`config.mk`:
```
export PLATFORM = sky130hd
export DESIGN_NAME = mux_sel_sequencer
export DESIGN_NICKNAME = d
export VERILOG_FILES = /design/src/rtl/mux_sel_sequencer_pkg.sv /design/src/rtl/mux_sel_hold_cnt.sv /design/src/rtl/mux_sel_sequencer.sv
export SDC_FILE = /design/constraint.sdc
export NUM_CORES = 1
export LEC_CHECK = 0
export CORE_ASPECT_RATIO = 1.4
export CORE_MARGIN = 2
export CORE_UTILIZATION = 61
export DETAILED_ROUTE_END_ITERATION = 8
export PLACE_DENSITY = 0.9
export RECOVER_POWER = 100
export SLEW_MARGIN = 20
export SYNTH_ARGS = -nofsm -noshare
export SYNTH_HDL_FRONTEND = slang
export SYNTH_HIERARCHICAL = 1
export SYNTH_SLANG_ARGS = --single-unit
```
`constraint.sdc`:
```
create_clock -name clk -period 9.2 [get_ports clk]
set_clock_uncertainty 0.2 [all_clocks]
set_input_delay 1.84 -clock clk [delete_from_list [all_inputs] [get_ports clk]]
set_output_delay 1.84 -clock clk [all_outputs]
set_load 0.02 [all_outputs]
```
`src/rtl/mux_sel_sequencer_pkg.sv`:
```
// Shared constants, state encoding and select arithmetic for the CombMux8 select sequencer.
package mux_sel_sequencer_pkg;

   localparam int unsigned SEL_W  = 3;
   localparam int unsigned NUM_IN = 8;

   typedef enum logic [1:0] {
      ST_IDLE  = 2'd0,
      ST_DELAY = 2'd1,
      ST_ISSUE = 2'd2
   } state_e;

   // Stride step with natural 3-bit wrap (modulo NUM_IN).
   function automatic logic [SEL_W-1:0] next_idx(input logic [SEL_W-1:0] idx,
                                                 input logic [SEL_W-1:0] step);
      return SEL_W'(idx + step);
   endfunction

endpackage

```
`src/rtl/mux_sel_hold_cnt.sv`:
```
// Loadable down-counter with a registered zero flag; used for delay and hold countdowns.
module mux_sel_hold_cnt #(
   parameter int unsigned W = 8
) (
   input  logic         clk,
   input  logic         rst,
   input  logic         load,
   input  logic [W-1:0] load_val,
   input  logic         dec,
   output logic         zero
);

   logic [W-1:0] cnt;

   // Load takes priority; decrement saturates at zero.
   always_ff @(posedge clk) begin
      if (rst) begin
         cnt  <= '0;
         zero <= 1'b1;
      end else if (load) begin
         cnt  <= load_val;
         zero <= (load_val == '0);
      end else if (dec && !zero) begin
         cnt  <= W'(cnt - W'(1));
         zero <= (cnt == W'(1));
      end
   end

endmodule

```
`src/rtl/mux_sel_sequencer.sv`:
```
// Steps the CombMux8 select through start/stride/hold/count after a run pulse.
// Optional looping with stop control is enabled by defining MUX_SEL_SEQ_LOOP_EN.
module mux_sel_sequencer
   import mux_sel_sequencer_pkg::*;
#(
   parameter int unsigned CNT_W   = 16,
   parameter int unsigned HOLD_W  = 8,
   parameter int unsigned DELAY_W = 8
) (
   input  logic               clk,
   input  logic               rst,
   input  logic               run,
   output logic               running,
   output logic               done,
   input  logic [SEL_W-1:0]   cfg_start,
   input  logic [SEL_W-1:0]   cfg_step,
   input  logic [CNT_W-1:0]   cfg_count,
   input  logic [HOLD_W-1:0]  cfg_hold,
   input  logic [DELAY_W-1:0] cfg_delay,
`ifdef MUX_SEL_SEQ_LOOP_EN
   input  logic               stop,
   input  logic               cfg_loop,
`endif
   output logic [SEL_W-1:0]   sel,
   output logic               sel_valid
);

   logic stop_in;
   logic loop_in;
`ifdef MUX_SEL_SEQ_LOOP_EN
   assign stop_in = stop;
   assign loop_in = cfg_loop;
`else
   assign stop_in = 1'b0;
   assign loop_in = 1'b0;
`endif

   state_e             state;
   logic [SEL_W-1:0]   idx_q;
   logic [CNT_W-1:0]   issued_q;
   logic [SEL_W-1:0]   start_q;
   logic [SEL_W-1:0]   step_q;
   logic [CNT_W-1:0]   count_q;
   logic [HOLD_W-1:0]  hold_q;
   logic               loop_q;
   logic               stop_req_q;

   logic               delay_load;
   logic               delay_dec;
   logic               delay_zero;
   logic               hold_load;
   logic               hold_dec;
   logic [HOLD_W-1:0]  hold_val;
   logic               hold_zero;
   logic               last_sel;

   assign sel      = idx_q;
   assign last_sel = (issued_q == CNT_W'(count_q - CNT_W'(1)));

   // Countdown control: delay counts cfg_delay cycles, hold counts cfg_hold+1 per select.
   always_comb begin
      delay_load = 1'b0;
      delay_dec  = 1'b0;
      hold_load  = 1'b0;
      hold_dec   = 1'b0;
      hold_val   = hold_q;
      unique case (state)
         ST_IDLE: begin
            if (run) begin
               if (cfg_delay != '0) begin
                  delay_load = 1'b1;
               end else if (cfg_count != '0) begin
                  hold_load = 1'b1;
                  hold_val  = cfg_hold;
               end
            end
         end
         ST_DELAY: begin
            if (!delay_zero) delay_dec = 1'b1;
            else             hold_load = 1'b1;
         end
         ST_ISSUE: begin
            if (hold_zero) hold_load = 1'b1;
            else           hold_dec  = 1'b1;
         end
         default: ;
      endcase
   end

   mux_sel_hold_cnt #(.W(DELAY_W)) u_delay_cnt (
      .clk      (clk),
      .rst      (rst),
      .load     (delay_load),
      .load_val (DELAY_W'(cfg_delay - DELAY_W'(1))),
      .dec      (delay_dec),
      .zero     (delay_zero)
   );

   mux_sel_hold_cnt #(.W(HOLD_W)) u_hold_cnt (
      .clk      (clk),
      .rst      (rst),
      .load     (hold_load),
      .load_val (hold_val),
      .dec      (hold_dec),
      .zero     (hold_zero)
   );

   // Sequencer FSM with registered outputs; any exit to IDLE raises done and drops sel_valid together.
   always_ff @(posedge clk) begin
      if (rst) begin
         state      <= ST_IDLE;
         idx_q      <= '0;
         issued_q   <= '0;
         start_q    <= '0;
         step_q     <= '0;
         count_q    <= '0;
         hold_q     <= '0;
         loop_q     <= 1'b0;
         stop_req_q <= 1'b0;
         running    <= 1'b0;
         done       <= 1'b1;
         sel_valid  <= 1'b0;
      end else begin
         unique case (state)
            ST_IDLE: begin
               done       <= 1'b1;
               stop_req_q <= 1'b0;
               if (run) begin
                  start_q  <= cfg_start;
                  step_q   <= cfg_step;
                  count_q  <= cfg_count;
                  hold_q   <= cfg_hold;
                  loop_q   <= loop_in;
                  done     <= 1'b0;
                  issued_q <= '0;
                  if (cfg_delay != '0) begin
                     state   <= ST_DELAY;
                     running <= 1'b1;
                  end else if (cfg_count != '0) begin
                     state     <= ST_ISSUE;
                     running   <= 1'b1;
                     sel_valid <= 1'b1;
                     idx_q     <= cfg_start;
                  end
               end
            end
            ST_DELAY: begin
               if (stop_in || (delay_zero && count_q == '0)) begin
                  state     <= ST_IDLE;
                  running   <= 1'b0;
                  done      <= 1'b1;
               end else if (delay_zero) begin
                  state     <= ST_ISSUE;
                  sel_valid <= 1'b1;
                  idx_q     <= start_q;
                  issued_q  <= '0;
               end
            end
            ST_ISSUE: begin
               stop_req_q <= stop_req_q | stop_in;
               if (hold_zero) begin
                  if (stop_req_q || stop_in || (last_sel && !loop_q)) begin
                     state      <= ST_IDLE;
                     running    <= 1'b0;
                     done       <= 1'b1;
                     sel_valid  <= 1'b0;
                     stop_req_q <= 1'b0;
                  end else if (last_sel) begin
                     idx_q    <= start_q;
                     issued_q <= '0;
                  end else begin
                     idx_q    <= next_idx(idx_q, step_q);
                     issued_q <= CNT_W'(issued_q + CNT_W'(1));
                  end
               end
            end
            default: begin
               state     <= ST_IDLE;
               running   <= 1'b0;
               done      <= 1'b1;
               sel_valid <= 1'b0;
            end
         endcase
      end
   end

endmodule
```
After elaboration in Yosys (flattened, before gate mapping)
Index checks and enable logic that the tools add are counted.
{"block": "word_totals", "register_bits": 73, "input_bits": 41, "out_inout_bits": 6, "word_cells": 128}
{"block": "op_classes", "n_addsub": 6, "eq_ne": 16, "n_mux": 67, "n_reduce_logical": 24}
{"operator": "2-to-1 mux 16 bit", "n": 6}
{"operator": "2-to-1 mux 8 bit", "n": 8}
{"operator": "case mux 16 bit (3 select lines)", "n": 1}
{"operator": "2-to-1 mux 1 bit", "n": 30}
{"operator": "2-to-1 mux 3 bit", "n": 8}
{"operator": "subtractor 8 x 1 -> 8 bit, second input constant", "n": 3}
{"operator": "adder 16 x 1 -> 16 bit, second input constant", "n": 1}
{"operator": "== test 16 bit", "n": 1}
{"operator": "== test 8 x 1 -> 1 bit, second input constant", "n": 2}
{"operator": "logical NOT 16 bit", "n": 1}
{"operator": "logical NOT 8 bit", "n": 2}
{"operator": "nonzero test 16 bit", "n": 1}
{"operator": "subtractor 16 x 1 -> 16 bit, second input constant", "n": 1}
{"operator": "2-to-1 mux 2 bit", "n": 7}
{"operator": "inequality test 2 bit, second input constant", "n": 7}
{"operator": "case mux 1 bit (3 select lines)", "n": 4}
{"operator": "AND reduction 5 bit", "n": 2}
{"operator": "case mux 3 bit (3 select lines)", "n": 1}
{"operator": "AND reduction 8 bit", "n": 1}
{"operator": "nonzero test 8 bit", "n": 1}
{"operator": "AND reduction 7 bit", "n": 1}
{"operator": "case mux 2 bit (3 select lines)", "n": 1}
{"operator": "AND reduction 3 bit", "n": 2}
{"operator": "AND reduction 6 bit", "n": 1}
{"operator": "14 further kinds", "n": 20}

Depth between registers and ports, before layout
Gate-level depths: netlist (run 1).
{"block": "depth", "ltp_word": 7, "ltp_mapped": 12, "ltp_nobuf": 10}

Cells and area by module
The synthesis (run 1) kept the hierarchy.
{"module": "mux_sel_sequencer", "n_inst": 1, "cells_each": 441, "area_per_inst_um2": 3482.1, "seq_area_each_um2": 1081.0}
{"module": "mux_sel_hold_cnt", "n_inst": 2, "cells_each": 58, "area_per_inst_um2": 508.0, "seq_area_each_um2": 180.2}

Worst setup path after synthesis (run 1)
OpenSTA, ideal clock, no wires.
{"block": "synth_path", "path_kind": "input to register", "from": "in cfg_delay[2]", "to": "reg u_hold_cnt.zero", "t_arrival_ns": 4.002, "slack_ns": 4.876, "path_stages": 9, "n_path_buf": 1, "cell_sequence": "nor2_1 nand2_1 nor4b_1 nand3_1 a31oi_1 inv_1 clkbuf_1 a21oi_1 nand3b_1"}
{"block": "synth_between", "word_cells_on_any_way": 10, "classes_between": "mux (7); reduce/logical (3)"}
{"element": "from (decl)", "line_no": "mux_sel_sequencer.sv:19", "rtl": "input logic [DELAY_W-1:0] cfg_delay,"}
{"element": "nonzero test 8 bit *", "line_no": "mux_sel_sequencer.sv:70", "rtl": "if (cfg_delay != '0) begin"}
{"element": "2-to-1 mux 1 bit *", "line_no": "mux_sel_sequencer.sv:70"}
{"element": "2-to-1 mux 1 bit *", "line_no": "mux_sel_sequencer.sv:69", "rtl": "if (run) begin"}
{"element": "case mux 1 bit (3 select lines) *", "line_no": "mux_sel_sequencer.sv:67", "rtl": "unique case (state)"}
{"element": "net hold_load", "line_no": "mux_sel_sequencer.sv:51", "rtl": "logic hold_load;"}
{"element": "2-to-1 mux 1 bit or nonzero test 2 bit (tied branches)"}
{"element": "to (signal assigned)", "line_no": "mux_sel_hold_cnt.sv:22", "rtl": "zero <= (load_val == '0);"}
{"element": "to (signal assigned)", "line_no": "mux_sel_hold_cnt.sv:25", "rtl": "zero <= (cnt == W'(1));"}
{"element": "to (decl)", "line_no": "mux_sel_hold_cnt.sv:10", "rtl": "output logic zero"}
Mark *: on every way through the listed nets, which the timed path passes. The rest lies on a longest branch.
A chain may end at the register's enable or synchronous reset.

Final worst setup path (run 1)
{"block": "layout_path", "from": "in run", "to": "reg u_hold_cnt.cnt[3]"}
{"block": "layout_between", "elab_chain_len": 3, "word_cells_on_any_way": 6, "classes_between": "mux (5); reduce/logical (1)"}
{"element": "from (decl)", "line_no": "mux_sel_sequencer.sv:12", "rtl": "input logic run,"}
{"element": "2-to-1 mux 1 bit *", "line_no": "mux_sel_sequencer.sv:69"}
{"element": "case mux 1 bit (3 select lines) *", "line_no": "mux_sel_sequencer.sv:67"}
{"element": "net hold_load", "line_no": "mux_sel_sequencer.sv:51"}
{"element": "2-to-1 mux 8 bit or nonzero test 2 bit (tied branches)"}
{"element": "to (signal assigned)", "line_no": "mux_sel_hold_cnt.sv:21", "rtl": "cnt <= load_val;"}
{"element": "to (signal assigned)", "line_no": "mux_sel_hold_cnt.sv:24", "rtl": "cnt <= W'(cnt - W'(1));"}
{"element": "to (decl)", "line_no": "mux_sel_hold_cnt.sv:13", "rtl": "logic [W-1:0] cnt;"}
Marked as above.

==> results of run 1 <==
[cell type report]
type / count / share of cell area (%)
multi-input combinational: 430 / 53.7
sequential: 72 / 28.0
timing repair buffer: 50 / 9.37
clock buffer: 11 / 2.55
tap: 97 / 2.36
clock inverter: 5 / 2.02
inverter: 27 / 1.97
[metrics by stage]
stage / util [%] / setup slack, ns / cell area [um2] / hold WS [ns]
after global placement: 68.0 / 4.05 / 4940 / 0.242
final: 70.8 / 3.45 / 5140 / 0.257
after detailed placement: 68.0 / 3.83 / 4940 / 0.249
after CTS: 71.2 / 4.14 / 5180 / 0.261
after floorplan: - / 4.88 / 4500 / 0.233
after global routing: 70.8 / 3.10 / 5140 / 0.288
[logic make-up after synthesis]
family                     count (synthesis)  synth area share, %
AOI/OAI and AO/OA                        128                 19.5
xor gates and xnor gates                  30                 5.84
adders and majority gates                 14                 4.06
buffers and inverters                     55                 5.87
DFF                                       72                 32.0
muxes                                     12                 2.92
and+or+nand+nor                          246                 29.7
[worst max path at each step]
stage	start	endpoint	slack (ns)	cells past startpoint
2_1_floorplan	cfg_delay[2]	u_hold_cnt/zero$_SDFFE_PP1P_	4.88	9
3_3_place_gp	run	u_hold_cnt/cnt[3]$_SDFFE_PP0P_	4.05	7
6_report	run	u_hold_cnt/cnt[3]$_SDFFE_PP0P_	3.45	7
3_5_place_dp	run	u_hold_cnt/cnt[3]$_SDFFE_PP0P_	3.83	7
4_1_cts	run	u_hold_cnt/cnt[3]$_SDFFE_PP0P_	4.14	7
5_1_grt	run	u_hold_cnt/cnt[3]$_SDFFE_PP0P_	3.10	7
[routing by layer]
layer / wire length, um / vias to the layer above
met2: 6400 / 182
met1: 4510 / 2128
met5: 0 / -
li1: - / 2100
met3: 550 / 33
met4: 378 / 0
[layout by cell type, fill, tap and decap left out, types with 4 or more instances in the layout]
cell / Yosys / final
a211oi_1: 5 / 5
a21oi_1: 43 / 44
a221oi_1: 5 / 5
a311oi_1: 9 / 9
clkbuf_8: 0 / 9
clkdlybuf4s50_1: 0 / 37
dfxtp_1: 72 / 72
dlygate4sd3_1: 0 / 8
ha_1: 13 / 13
inv_1: 27 / 27
mux2_2: 9 / 9
nand2_1: 87 / 87
nand2b_1: 5 / 5
nand3_1: 18 / 18
nand3b_1: 7 / 7
nand4_1: 6 / 6
nor2_1: 27 / 27
nor2b_1: 7 / 7
nor3_1: 14 / 14
nor4_1: 14 / 15
o211ai_1: 9 / 9
o21ai_0: 14 / 14
o31ai_1: 7 / 7
o41ai_1: 4 / 4
or3_1: 9 / 9
or3_2: 5 / 5
or4_1: 8 / 9
or4_2: 6 / 6
xnor2_1: 14 / 14
xor2_1: 16 / 16
[tightest hold or removal path, cell delays in order, from the launching register on]
cell,delay [ns]
dfxtp_1,0.31
nand2_1,0.05
a21oi_1,0.05
[registers in the layout (all words and copies together), names as in the netlist]
name / flops
sel_valid: 1
u_hold_cnt/cnt: 8
state: 2
start_q: 3
count_q: 16
done: 1
sel: 3
u_delay_cnt/zero: 1
u_delay_cnt/cnt: 8
u_hold_cnt/zero: 1
hold_q: 8
issued_q: 16
step_q: 3
running: 1
[report_power, final]
group | internal [W] | switching (W) | leakage [nW]
logic | 0.000244 | 0.000358 | 1.16
registers | 0.000381 | 0.0000781 | 0.589
clock network | 0.000181 | 0.000119 | 0.118
[cell usage after synthesis, drive strengths merged, types with 3 or more instances]
library cell  number  share of area (%)
o31ai              7                1.2
dfxtp             72                 32
and3               4               0.58
or4b               4               0.89
o211ai             9                1.5
xor2              16                3.1
mux2i              3               0.67
nor4              15                2.4
a221oi             5               0.97
xnor2             14                2.7
o21ai             17                2.1
nor3              14                1.6
or4               18                3.5
o41ai              4               0.78
ha                13                3.6
nand2b             5               0.70
buf               12                2.3
nand3             18                2.0
a211oi             5               0.83
inv               27                2.3
or2                3               0.42
a21oi             47                5.6
nand2             88                7.4
nor3b              3               0.50
and2               4               0.56
clkbuf            16                1.3
nand3b             7                1.2
o22ai              3               0.42
nand4              6               0.83
a31oi              3               0.42
a311oi             9                1.8
o31a               3               0.67
nor2b              7               0.97
mux2               9                2.3
or3               14                2.1
nor2              27                2.3
==> results.json, run 1 <==
{
  "grtUsageMet3_pct": 4.88,
  "slowest_stage": "and2_0",
  "cts-root-buf": "clkbuf_8",
  "io_pins": 47,
  "fmax_mhz": 174,
  "grt-ovfl-total": 0,
  "ant_nets": 0,
  "hp-start": "hold_q[2]$_SDFFE_PP0P_",
  "seq_area_um2": 1440,
  "drt_iter0_drc": 329,
  "post-cts-setup-buffer-count": 0,
  "met1_usage_pct": 32.6,
  "antenna_found_initial": 0,
  "critPathMaxFanout": 31,
  "synth-edff-count": 0,
  "fin_crit_sh_pct": 62.5,
  "syn_area_um2": 4500,
  "endpoint_kind": "flop",
  "grt_start_max_net_pins": 62,
  "final-hold-violation-count": 0,
  "powerDensity_nw_per_um2": 265,
  "drive_gt1_share_pct": 10.1,
  "grt_util_all_layers_pct": 29.9,
  "reg2reg_setup_slack_ns": 4.47,
  "crit_chain": "dlygate4sd3_1, and2_0, nand3_1, a31oi_1, inv_1, o31a_2, a221oi_1",
  "dieArea_um2": 8090,
  "gp_congestion": 0.979,
  "drv_slew": 32,
  "hold_path_class": "reg2reg",
  "period_needed_ns": 5.75,
  "viasPerCell": 6.42,
  "placed_cells": 676,
  "path_delay_family": "simple AND/OR/NAND/NOR gates",
  "ir_drop_v": 0.000190,
  "drtPass1Iterations": 5,
  "crit_buf_inv": 2,
  "power.total_w": 0.00136,
  "leakage_nw": 1.87,
  "rows": 37,
  "die_w_um": 76.6,
  "drt_wl_total_mm": 11.8,
  "drv_cap": 1,
  "numCtsBuffers": 9,
  "violations": "max-capacitance violations, max-slew violations",
  "clk_pin_slew_ns": 0.07,
  "start_util_pct": 61.9,
  "num_vias": 4443,
  "syn_to_final_growth_pct": 14.4,
  "timing.rr.end": "issued_q[6]$_SDFFE_PP0P_",
  "setup_violations": 0,
  "tns_ns": 0,
  "ys_ff_latch": 72,
  "max_slew_margin_pct": -12.8,
  "portBuffers": 46,
  "cts_tree": "yes",
  "cts_resized": 0,
  "cts-hold-fix-buffers": 0,
  "nNetsFinal": 645,
  "grt.met2_usage_pct": 55.4,
  "syn-num-nets": 612,
  "ys_warn_count": 6,
  "async_reset_ff_share_pct": 0,
  "multi_input_area_um2": 2760,
  "post-route-drc-count": 0,
  "syn_inst": 557,
  "r2r_start": "count_q[0]$_SDFFE_PP0P_",
  "rsz0062_at_grt": "no",
  "clock_latency_ns": 0.35,
  "fin_cells": 692,
  "nFillCells": 582,
  "hold-path-endpoint": "hold_q[2]$_SDFFE_PP0P_",
  "ys_seq_area_share_pct": 32.0,
  "syn_avg_cell_area_um2": 8.08,
  "wl_per_cell_um": 17.1,
  "htreeDepth": 3,
  "die_y_um": 106,
  "n_antenna_cell": 0,
  "cts.sink_count": 72,
  "grt_pass1_vias": 4284,
  "synth_ff_type": "dfxtp_1",
  "max_stage_delay_ns": 1.28,
  "status": "finished with violations",
  "ys_types": 73,
  "dp.final_hpwl_mm": 8.50,
  "worst_pin_slew_ns": 1.69,
  "worstPathArrival_ns": 5.80,
  "grt_pass1_wl_mm": 19.7,
  "path_class": "in2reg",
  "core-area_um2": 7270,
  "cts.path.max_buffers": 2,
  "hold-path-cell-count": 2,
  "cp-start-kind": "primary input",
  "busiest_layer": "met2",
  "ff2ff_path_depth": 10,
  "required_ns": 9.25
}
Power figures use the tool's default switching activity.
==> run 2: changes to the inputs <==
Settings changed: CORE_UTILIZATION 61 to 57, PLACE_DENSITY 0.9 to 0.85.
Clock period 9.2 ns to 5.45 ns, I/O delays scaled along.
==> results.json, run 2 (synthesized netlist as in run 1, its figures left out) <==
{
  "crit_buf_inv": 1,
  "cts_tree": "yes",
  "final_util_pct": 66.7,
  "hold_path_class": "reg2reg",
  "leakage_nw": 1.86,
  "final-hold-violation-count": 0,
  "clk_pin_slew_ns": 0.08,
  "rows": 38,
  "hold_slack_ns": 0.255,
  "grt_pass1_wl_mm": 18.9,
  "drtPass1Iterations": 5,
  "ir_drop_v": 0.000299,
  "die_y_um": 109,
  "grt-ovfl-total": 0,
  "cts.path.max_buffers": 2,
  "endpoint_kind": "flop",
  "drt_iter0_drc": 266,
  "period_needed_ns": 4.31,
  "clkPwrFrac_pct": 21.2,
  "violations": "max-capacitance violations, max-slew violations",
  "n_antenna_cell": 0,
  "fin_crit_sh_pct": 79.1,
  "numCtsBuffers": 9,
  "path_delay_family": "simple AND/OR/NAND/NOR gates",
  "swShare_pct": 40.6,
  "p_comb_share_pct": 44.5,
  "viasPerCell": 6.25,
  "fmax_mhz": 232,
  "tns_ns": 0,
  "grt_start_max_net_pins": 61,
  "p_sw_w": 0.000916,
  "start_util_pct": 58.4,
  "die_w_um": 79.1,
  "fin_cells": 694,
  "ant_nets": 0,
  "post-cts-setup-buffer-count": 0,
  "drv_slew": 30,
  "grt_util_all_layers_pct": 27.8,
  "reg_top3": "count_q x16, issued_q x16",
  "drt_wl_total_mm": 11.4,
  "drive_gt1_share_pct": 9.93,
  "max_stage_delay_ns": 0.84,
  "drv_cap": 1,
  "path_class": "reg2reg",
  "required_ns": 5.49,
  "cts_resized": 0,
  "antenna_found_initial": 0,
  "crit_chain": "inv_1, ha_1, or4b_1, or4_1, a2111o_1, a211o_1, nor4_1, a21o_1, a221oi_1, o41ai_1",
  "htreeDepth": 3,
  "cts-hold-fix-buffers": 0,
  "wl_per_cell_um": 16.4,
  "syn_to_final_growth_pct": 14.2,
  "portBuffers": 46,
  "nNetsFinal": 645,
  "layout_common_cells": "nand2_1 (87), dfxtp_1 (72), a21oi_1 (47)",
  "clock_latency_ns": 0.37,
  "dieArea_um2": 8630,
  "cts-root-buf": "clkbuf_8",
  "max_slew_margin_pct": -0.107,
  "setup_violations": 0,
  "worstPathArrival_ns": 4.36,
  "critPathMaxFanout": 6,
  "num_vias": 4336,
  "core-area_um2": 7700,
  "dp.final_hpwl_mm": 8.27,
  "final_common_cell": "nand2_1",
  "rsz0062_at_grt": "no",
  "powerDensity_nw_per_um2": 439,
  "post-route-drc-count": 0,
  "cts.sink_count": 72,
  "worst_pin_slew_ns": 1.50,
  "cp-start-kind": "flop",
  "io_pins": 47,
  "slowest_stage": "nor4_1",
  "intPower_w": 0.00134,
  "grt_pass1_vias": 4164,
  "placed_cells": 679,
  "p_seq_share_pct": 34.3,
  "status": "finished with violations",
  "final_area_um2": 5130,
  "gp_congestion": 0.936,
  "placed_area_um2": 4950
}
[run 2: changes by cell type in the layout (fill, tap and decap cells not counted), sizes merged]
cell,previous run,this run
bufinv,3,2
clkbuf,12,13
inv,28,27
[run 2: metal layers]
layer | routed length, um | track usage, %
met1 | 4560 | 30.7
met5 | 0 | 0
met2 | 6050 | 50.1
met3 | 331 | 3.56
met4 | 465 | 17.0
[run 2: worst register-to-register path: stages (launching register included)]
cell	delay (ns)
dfxtp_1	0.36
inv_1	0.07
ha_1	0.23
or4b_1	0.53
or4_1	0.56
a2111o_1	0.42
a211o_1	0.28
nor4_1	0.84
a21o_1	0.26
a221oi_1	0.08
o41ai_1	0.35
[run 2: area by class of cell]
type	count	area [um2]
multi-input cells	430	2770
fillers	667	2570
flip-flops and latches	72	1440
repair buffers	50	482
clock buffers	12	155
well taps	100	125
inverters	27	101
clock inverters	3	65.1
[run 2: through the flow]
step | setup slack (ns) | total power [W]
final | 1.14 | 0.00225
after detailed placement | 0.567 | 0.00179
after global placement | 0.896 | 0.00175
after floorplan | 1.88 | 0.00156
after global routing | 0.869 | 0.00241
after CTS | 0.972 | 0.00227
[run 2: path summary, 6_finish.rpt]
check / depth (start not counted) / from / endpoint / slack [ns]
setup reg to reg: 10 / count_q[0]$_SDFFE_PP0P_ / sel[0]$_SDFFE_PP0P_ / 1.14
hold / removal: 2 / hold_q[0]$_SDFFE_PP0P_ / hold_q[0]$_SDFFE_PP0P_ / 0.25
hold reg to reg: 2 / hold_q[0]$_SDFFE_PP0P_ / hold_q[0]$_SDFFE_PP0P_ / 0.25
setup / recovery: 10 / count_q[0]$_SDFFE_PP0P_ / sel[0]$_SDFFE_PP0P_ / 1.14
[run 2: power groups by stage]
stage	Combinational, W	Sequential [W]	Clock [W]
global route	0.00111	0.000789	0.000511
finish	0.00100	0.000773	0.000479
detailed placement	0.00101	0.000781	0
CTS	0.00102	0.000769	0.000485
floorplan	0.000803	0.000760	0
global placement	0.000977	0.000773	0
